**src/rtl/display_pkg.sv**
```systemverilog
// Shared types and constants for the display source scheduler.
package display_pkg;

    typedef enum logic [1:0] {
        ST_IDLE   = 2'd0,
        ST_SHOW   = 2'd1,
        ST_URGENT = 2'd2
    } state_t;

    localparam logic [7:0] BLANK_BYTE      = 8'h00;
    localparam int         DEFAULT_NUM_SRC = 4;

endpackage

```
**src/rtl/rr_next_valid.sv**
```systemverilog
// Round-robin search: first set bit of valid after cur, wrapping, cur itself last.
// With cur = NUM_SRC-1 this degenerates to a lowest-set-bit search.
module rr_next_valid
    import display_pkg::*;
#(
    parameter int NUM_SRC = DEFAULT_NUM_SRC
) (
    input  logic [NUM_SRC-1:0]         valid,
    input  logic [$clog2(NUM_SRC)-1:0] cur,
    output logic [$clog2(NUM_SRC)-1:0] nxt,
    output logic                       found
);

    localparam int IW = $clog2(NUM_SRC);

    logic [IW-1:0] idx;

    // Scan farthest-first so the nearest candidate is the last one written.
    always_comb begin
        nxt   = cur;
        found = 1'b0;
        idx   = '0;
        for (int k = NUM_SRC; k >= 1; k--) begin
            idx = IW'((int'(cur) + k) % NUM_SRC);
            if (valid[idx]) begin
                nxt   = idx;
                found = 1'b1;
            end
        end
    end

endmodule

```
**src/rtl/display_source_sched.sv**
```systemverilog
// Picks one byte-wide source at a time for the hex display: dwell rotation,
// manual advance and timed urgent override; all outputs registered.
//
// state     | meaning
// ----------+---------------------------------------------------------
// ST_IDLE   | nothing valid, display blanked
// ST_SHOW   | showing src cur, dwell counter running when auto_en
// ST_URGENT | showing urgent winner cur until urgent timer expires
module display_source_sched
    import display_pkg::*;
#(
    parameter int NUM_SRC       = DEFAULT_NUM_SRC,
    parameter int DWELL_CYCLES  = 50_000_000,
    parameter int URGENT_CYCLES = 25_000_000
) (
    input  logic                         CLK,
    input  logic                         RST,
    input  logic [NUM_SRC-1:0]           src_valid,
    input  logic [8*NUM_SRC-1:0]         src_data,
    input  logic [NUM_SRC-1:0]           urgent,
    input  logic                         auto_en,
    input  logic                         next,
    output logic [7:0]                   disp_data,
    output logic [$clog2(NUM_SRC)-1:0]   disp_src,
    output logic                         disp_blank
);

    localparam int IW = $clog2(NUM_SRC);
    localparam int DW = $clog2(DWELL_CYCLES);
    localparam int UW = $clog2(URGENT_CYCLES);

    localparam logic [DW-1:0] DWELL_LAST = DW'(DWELL_CYCLES - 1);
    localparam logic [UW-1:0] URG_LAST   = UW'(URGENT_CYCLES - 1);
    localparam logic [IW-1:0] LAST_IDX   = IW'(NUM_SRC - 1);

    state_t        state_q, state_n;
    logic [IW-1:0] cur_q, cur_n;
    logic [IW-1:0] saved_q, saved_n;
    logic          saved_vld_q, saved_vld_n;
    logic [DW-1:0] dwell_q, dwell_n;
    logic [UW-1:0] urg_q, urg_n;

    logic [IW-1:0] adv_idx, low_idx, urg_idx, sav_idx;
    logic          adv_found, low_found, urg_found, sav_found;
    logic [7:0]    src_byte [NUM_SRC];

    always_comb begin
        for (int i = 0; i < NUM_SRC; i++) begin
            src_byte[i] = src_data[8*i +: 8];
        end
    end

    rr_next_valid #(.NUM_SRC(NUM_SRC)) u_adv (
        .valid(src_valid), .cur(cur_q),    .nxt(adv_idx), .found(adv_found)
    );
    rr_next_valid #(.NUM_SRC(NUM_SRC)) u_low (
        .valid(src_valid), .cur(LAST_IDX), .nxt(low_idx), .found(low_found)
    );
    rr_next_valid #(.NUM_SRC(NUM_SRC)) u_urg (
        .valid(urgent),    .cur(LAST_IDX), .nxt(urg_idx), .found(urg_found)
    );
    rr_next_valid #(.NUM_SRC(NUM_SRC)) u_sav (
        .valid(src_valid), .cur(saved_q),  .nxt(sav_idx), .found(sav_found)
    );

    always_comb begin
        state_n     = state_q;
        cur_n       = cur_q;
        saved_n     = saved_q;
        saved_vld_n = saved_vld_q;
        dwell_n     = dwell_q;
        urg_n       = urg_q;

        if (urg_found) begin
            state_n = ST_URGENT;
            cur_n   = urg_idx;
            urg_n   = '0;
            dwell_n = '0;
            // A re-trigger while already urgent keeps the original return point.
            if (state_q == ST_SHOW) begin
                saved_n     = cur_q;
                saved_vld_n = 1'b1;
            end else if (state_q == ST_IDLE) begin
                saved_vld_n = 1'b0;
            end
        end else begin
            case (state_q)
                ST_IDLE: begin
                    if (low_found) begin
                        state_n = ST_SHOW;
                        cur_n   = low_idx;
                        dwell_n = '0;
                    end
                end
                ST_SHOW: begin
                    if (next || (auto_en && dwell_q == DWELL_LAST) || !src_valid[cur_q]) begin
                        dwell_n = '0;
                        if (adv_found) begin
                            cur_n = adv_idx;
                        end else begin
                            state_n = ST_IDLE;
                        end
                    end else begin
                        dwell_n = auto_en ? dwell_q + 1'b1 : '0;
                    end
                end
                ST_URGENT: begin
                    if (urg_q == URG_LAST) begin
                        urg_n   = '0;
                        dwell_n = '0;
                        state_n = ST_SHOW;
                        if (saved_vld_q && src_valid[saved_q]) begin
                            cur_n = saved_q;
                        end else if (saved_vld_q && sav_found) begin
                            cur_n = sav_idx;
                        end else if (!saved_vld_q && low_found) begin
                            cur_n = low_idx;
                        end else begin
                            state_n = ST_IDLE;
                        end
                    end else begin
                        urg_n = urg_q + 1'b1;
                    end
                end
                default: state_n = ST_IDLE;
            endcase
        end
    end

    always_ff @(posedge CLK) begin
        if (RST) begin
            state_q     <= ST_IDLE;
            cur_q       <= '0;
            saved_q     <= '0;
            saved_vld_q <= 1'b0;
            dwell_q     <= '0;
            urg_q       <= '0;
            disp_data   <= BLANK_BYTE;
            disp_src    <= '0;
            disp_blank  <= 1'b1;
        end else begin
            state_q     <= state_n;
            cur_q       <= cur_n;
            saved_q     <= saved_n;
            saved_vld_q <= saved_vld_n;
            dwell_q     <= dwell_n;
            urg_q       <= urg_n;
            disp_src    <= cur_n;
            disp_blank  <= (state_n == ST_IDLE);
            disp_data   <= (state_n == ST_IDLE) ? BLANK_BYTE : src_byte[cur_n];
        end
    end

endmodule

```
**config.mk**
```make
export PLATFORM = sky130hd
export DESIGN_NAME = display_source_sched
export DESIGN_NICKNAME = d
export VERILOG_FILES = /design/src/rtl/display_pkg.sv /design/src/rtl/rr_next_valid.sv /design/src/rtl/display_source_sched.sv
export SDC_FILE = /design/constraint.sdc
export NUM_CORES = 1
export LEC_CHECK = 0
export ABC_AREA = 1
export CORE_ASPECT_RATIO = 0.6
export CORE_MARGIN = 2
export CORE_UTILIZATION = 36
export DETAILED_ROUTE_END_ITERATION = 8
export GPL_TIMING_DRIVEN = 0
export PLACE_DENSITY = 0.54
export SYNTH_ARGS = -nofsm -noshare
export SYNTH_HDL_FRONTEND = slang
export SYNTH_HIERARCHICAL = 1
export SYNTH_SLANG_ARGS = --single-unit
export TNS_END_PERCENT = 5
```
**constraint.sdc**
```tcl
create_clock -name CLK -period 6.61 [get_ports CLK]
set_input_delay 1.322 -clock CLK [delete_from_list [all_inputs] [get_ports CLK]]
set_output_delay 1.322 -clock CLK [all_outputs]
set_load 0.05 [all_outputs]
```
==> out/summary.txt <==
RUN STATUS
--------------------------------------------------------------------------------
Status ............................................................ finished, final reports clean

FINAL LAYOUT
--------------------------------------------------------------------------------
Cell area after layout ............................................     5940 um2
# nets final ......................................................          923
Area taken by multi-input logic gates .............................     2960 um2
FF/Latch Area .....................................................     1340 um2
Synthesis-to-layout area growth ...................................        21.9%
Number of inserted diodes .........................................            0
Commonest non-fill, non-tap cells in the layout ................... 209 x nand2_1, 111 x inv_1, 101 x nor2_1
Leading cell type in the layout, fill and taps excluded ...........      nand2_1
Layout filler cell count ..........................................         1348
Post-route core utilization .......................................        45.5%
Ratio of cells with drive above 1 in the final layout .............        13.2%

GRT
--------------------------------------------------------------------------------
Number of global-route vias before repair .........................         4725
First-pass GRT wire length ........................................      22.2 mm
Overall fraction of global-route tracks in use ....................        18.8%
Number of antenna violations at the first check in global routing .            0
Overflow after GRT ................................................            0
Maximum number of pins on one net before global-route repair ......           13

CLOCKING
--------------------------------------------------------------------------------
Bufs on Longest Clock Path ........................................            2
Clock insertion delay at the later pin of the skew report .........       330 ps
Number of H-tree levels ...........................................            3
Clock slew at reported path FFs ...................................        60 ps
Root Buffer Master ................................................    clkbuf_16
Post-CTS Setup Inserts ............................................            0
TritonCTS Sinks ...................................................           67
Quantity of hold-fixing buffers added after cts ...................            0
TritonCTS clock tree ..............................................         done
Gates resized, CTS repair .........................................            0
Total clock buffers created by CTS ................................            9

STA
--------------------------------------------------------------------------------
Fmax achieved .....................................................    0.259 GHz
Hold Violations, Final ............................................            0
Setup repair after global routing missed its margin ...............           no
Setup TNS after final layout ......................................         0 ps
Shortest period the worst path allows .............................      3870 ps
Least-Margin Pin Slew .............................................       562 ps
Finish-stage setup viols ..........................................            0
Final worst clock skew ............................................      10.4 ps
Slew Limit Headroom ...............................................        62.4%
Tcrit/Tclk final ..................................................        58.5%
Pins over their slew limit ........................................            0

YOSYS
--------------------------------------------------------------------------------
Dominant synthesized flop cell ....................................      dfxtp_1
Async set-or-reset flop fraction in the synthesized netlist .......           0%
Share of synthesized area occupied by flip-flops and latches ......        27.5%
Number of enable-type register cells in the synthesized netlist ...            0
Cell area after synthesis .........................................     4880 um2
Total of flip-flops plus latches after synthesis ..................           67
Area fraction of the dominant cell type after synthesis ...........        27.5%
Area contributors post-synth ...................................... dfxtp_1 28%, nand2_1 16%, inv_1 8.5%
Library cells used by synthesis ...................................           45
Yosys warns .......................................................            6
Top cell type by total area after synthesis .......................      dfxtp_1
Cells after Synth .................................................          803
Average size of a mapped cell .....................................     6.07 um2

PLACED DESIGN
--------------------------------------------------------------------------------
Placement Cell Area ...............................................     5660 um2
Input/output buffers ..............................................           54
RD Place Congestion ...............................................        0.910
Detailed-placement wirelength estimate ............................      10.3 mm

WORST HOLD PATH
--------------------------------------------------------------------------------
Type of the tightest min-delay check .............................. flip-flop to flip-flop
Sink of the worst hold path .......................................    urg_q[19]
Number of cells on the worst hold path ............................            2
Min-Delay Startpoint ..............................................    urg_q[19]

WORST SETUP PATH
--------------------------------------------------------------------------------
R2R Setup Slk .....................................................      3950 ps
Data arrival, critical path .......................................      4120 ps
Worst Path Class, Setup ........................................... input pin to flip-flop
Logic depth of the worst register-to-register path ................           22
Sort of element at the start of the critical path .................    input pin
Crit path max fanout ..............................................           10
Startpoint of the worst-slack reg-to-reg timing path ..............   saved_q[0]
Setup crit end kind ...............................................    flip-flop
Required time reported for the critical path endpoint .............      6870 ps
R2r endpoint ...................................................... disp_data[1]

PWR
--------------------------------------------------------------------------------
Switching pwr .....................................................       377 uW
Highest ir drop seen on vdd .......................................     0.119 mV
Leak ..............................................................   0.00257 uW
Internal Power ....................................................       788 uW
Combinational fraction of design power ............................        25.1%
Switching portion of total power ..................................        32.4%
Power per unit of standard cell area ..............................   196 nW/um2
Proportion of power drawn by flip-flops and latches ...............        36.3%
Clock power share .................................................        38.5%

FLOORPLANNING
--------------------------------------------------------------------------------
I/O pins ..........................................................           55
Core Region .......................................................    13100 um2
Area enclosed by the die boundary .................................    14500 um2
Number of rows created at floorplan ...............................           32
Floorplan die width ...............................................       154 um
Effective utilization at floorplan ................................        37.4%
Die boundary height ...............................................      94.2 um

DETAILED ROUTING
--------------------------------------------------------------------------------
Post-DR wirelength/cell ...........................................      12.5 um
Number of nets still failing antenna checks after routing .........            0
Number of vias in the routed layout ...............................         5163
Detailed-router iteration count before antenna repair .............            5
First-iteration detailed-routing DRC count ........................          323
Routed Wire Length ................................................      13.2 mm
Vias per cell .....................................................         4.91
DRC violation count after routing .................................            0

JOB
--------------------------------------------------------------------------------
Max-cap check violation count .....................................            0

cell families after synthesis:
logic type,after synthesis,synth area share (%)
xor+xnor,11,1.98
other cells,1,0.0769
buf+inv,139,12.4
simple gates,486,46.2
compound gates,97,11.3
fa+ha+maj,2,0.513
flops,67,27.5
flip-flops by register name (all words and copies together) (netlist names):
name         cells
saved_q          2
disp_data        8
disp_blank       1
dwell_q         26
state_q          2
urg_q           25
saved_vld_q      1
cur_q            2
power groups by stage:
stage	sequential (uW)	clock [uW]	combinational, uW
2_1_floorplan	467	0	166
3_3_place_gp	432	0	285
3_5_place_dp	432	0	288
4_1_cts	424	462	290
5_1_grt	425	482	323
6_report	424	449	293
layer usage:
layer	track usage, %	vias up	share of wire, %
met5	0	-	0
met4	5.56	0	0.77
met3	4.70	11	6.5
met2	27.7	149	39
met1	27.0	2318	53
li1	-	2685	-
worst max-delay path: stages:
cell             delay [ps]
clkdlybuf4s50_1         640
nand2_1                 110
o21ai_2                  90
nand2_1                 100
nand2_2                  80
a21oi_1                  40
nand2_1                 190
inv_1                   140
nor2_1                  140
nor2_1                   50
nor2_1                  100
nor2_1                   50
nand2_1                  70
nand3_1                  70
nand2_1                  70
nand3_2                  90
nand2_4                 150
nand2_4                 100
buf_6                   160
nor2_1                  110
nor2_1                   60
nor2_1                  150
metrics by stage:
| stage | hold slack, ps | setup WS (ps) | power, uW | cells |
|---|---|---|---|---|
| floorplan | 437 | 3600 | 633 | 812 |
| global placement | 455 | 2480 | 717 | 1036 |
| detailed placement | 464 | 2450 | 721 | 1036 |
| CTS | 476 | 2800 | 1170 | 1052 |
| global route | 514 | 2490 | 1230 | 1052 |
| finish | 477 | 2740 | 1170 | 1052 |
cell usage after synthesis (4+ instances only):
| library cell | n |
|---|---|
| a21oi_1 | 53 |
| buf_6 | 6 |
| dfxtp_1 | 67 |
| inv_1 | 111 |
| inv_2 | 9 |
| inv_8 | 4 |
| nand2_1 | 209 |
| nand2_2 | 47 |
| nand2_4 | 7 |
| nand3_1 | 64 |
| nand4_1 | 7 |
| nor2_1 | 101 |
| nor2_2 | 4 |
| nor3_1 | 26 |
| nor3_2 | 5 |
| nor4_1 | 4 |
| o21ai_0 | 18 |
| o21ai_1 | 5 |
| o21ai_2 | 4 |
| xor2_1 | 8 |
cell type report:
class / instances / area share (%)
buffer: 13 / 1.71
clock buffer: 10 / 4.02
clock inverter: 6 / 0.674
inverter: 126 / 8.51
multi-input combinational: 606 / 49.9
sequential: 67 / 22.6
tap: 170 / 3.58
timing repair buffer: 54 / 9.09
how the worst max path moves through the flow:
| stage | startpoint | end | slack, ps | depth (start not counted) |
|---|---|---|---|---|
| finish | src_valid[0] | disp_data[1] | 2740 | 22 |
| global route | src_valid[0] | disp_data[5] | 2490 | 23 |
| CTS | src_valid[2] | disp_data[1] | 2800 | 22 |
| detailed placement | src_valid[2] | disp_data[1] | 2450 | 22 |
| global placement | src_valid[2] | disp_data[1] | 2480 | 23 |
| floorplan | src_valid[0] | disp_data[4] | 3600 | 22 |
Note: power is estimated with default switching activity, not from simulation.
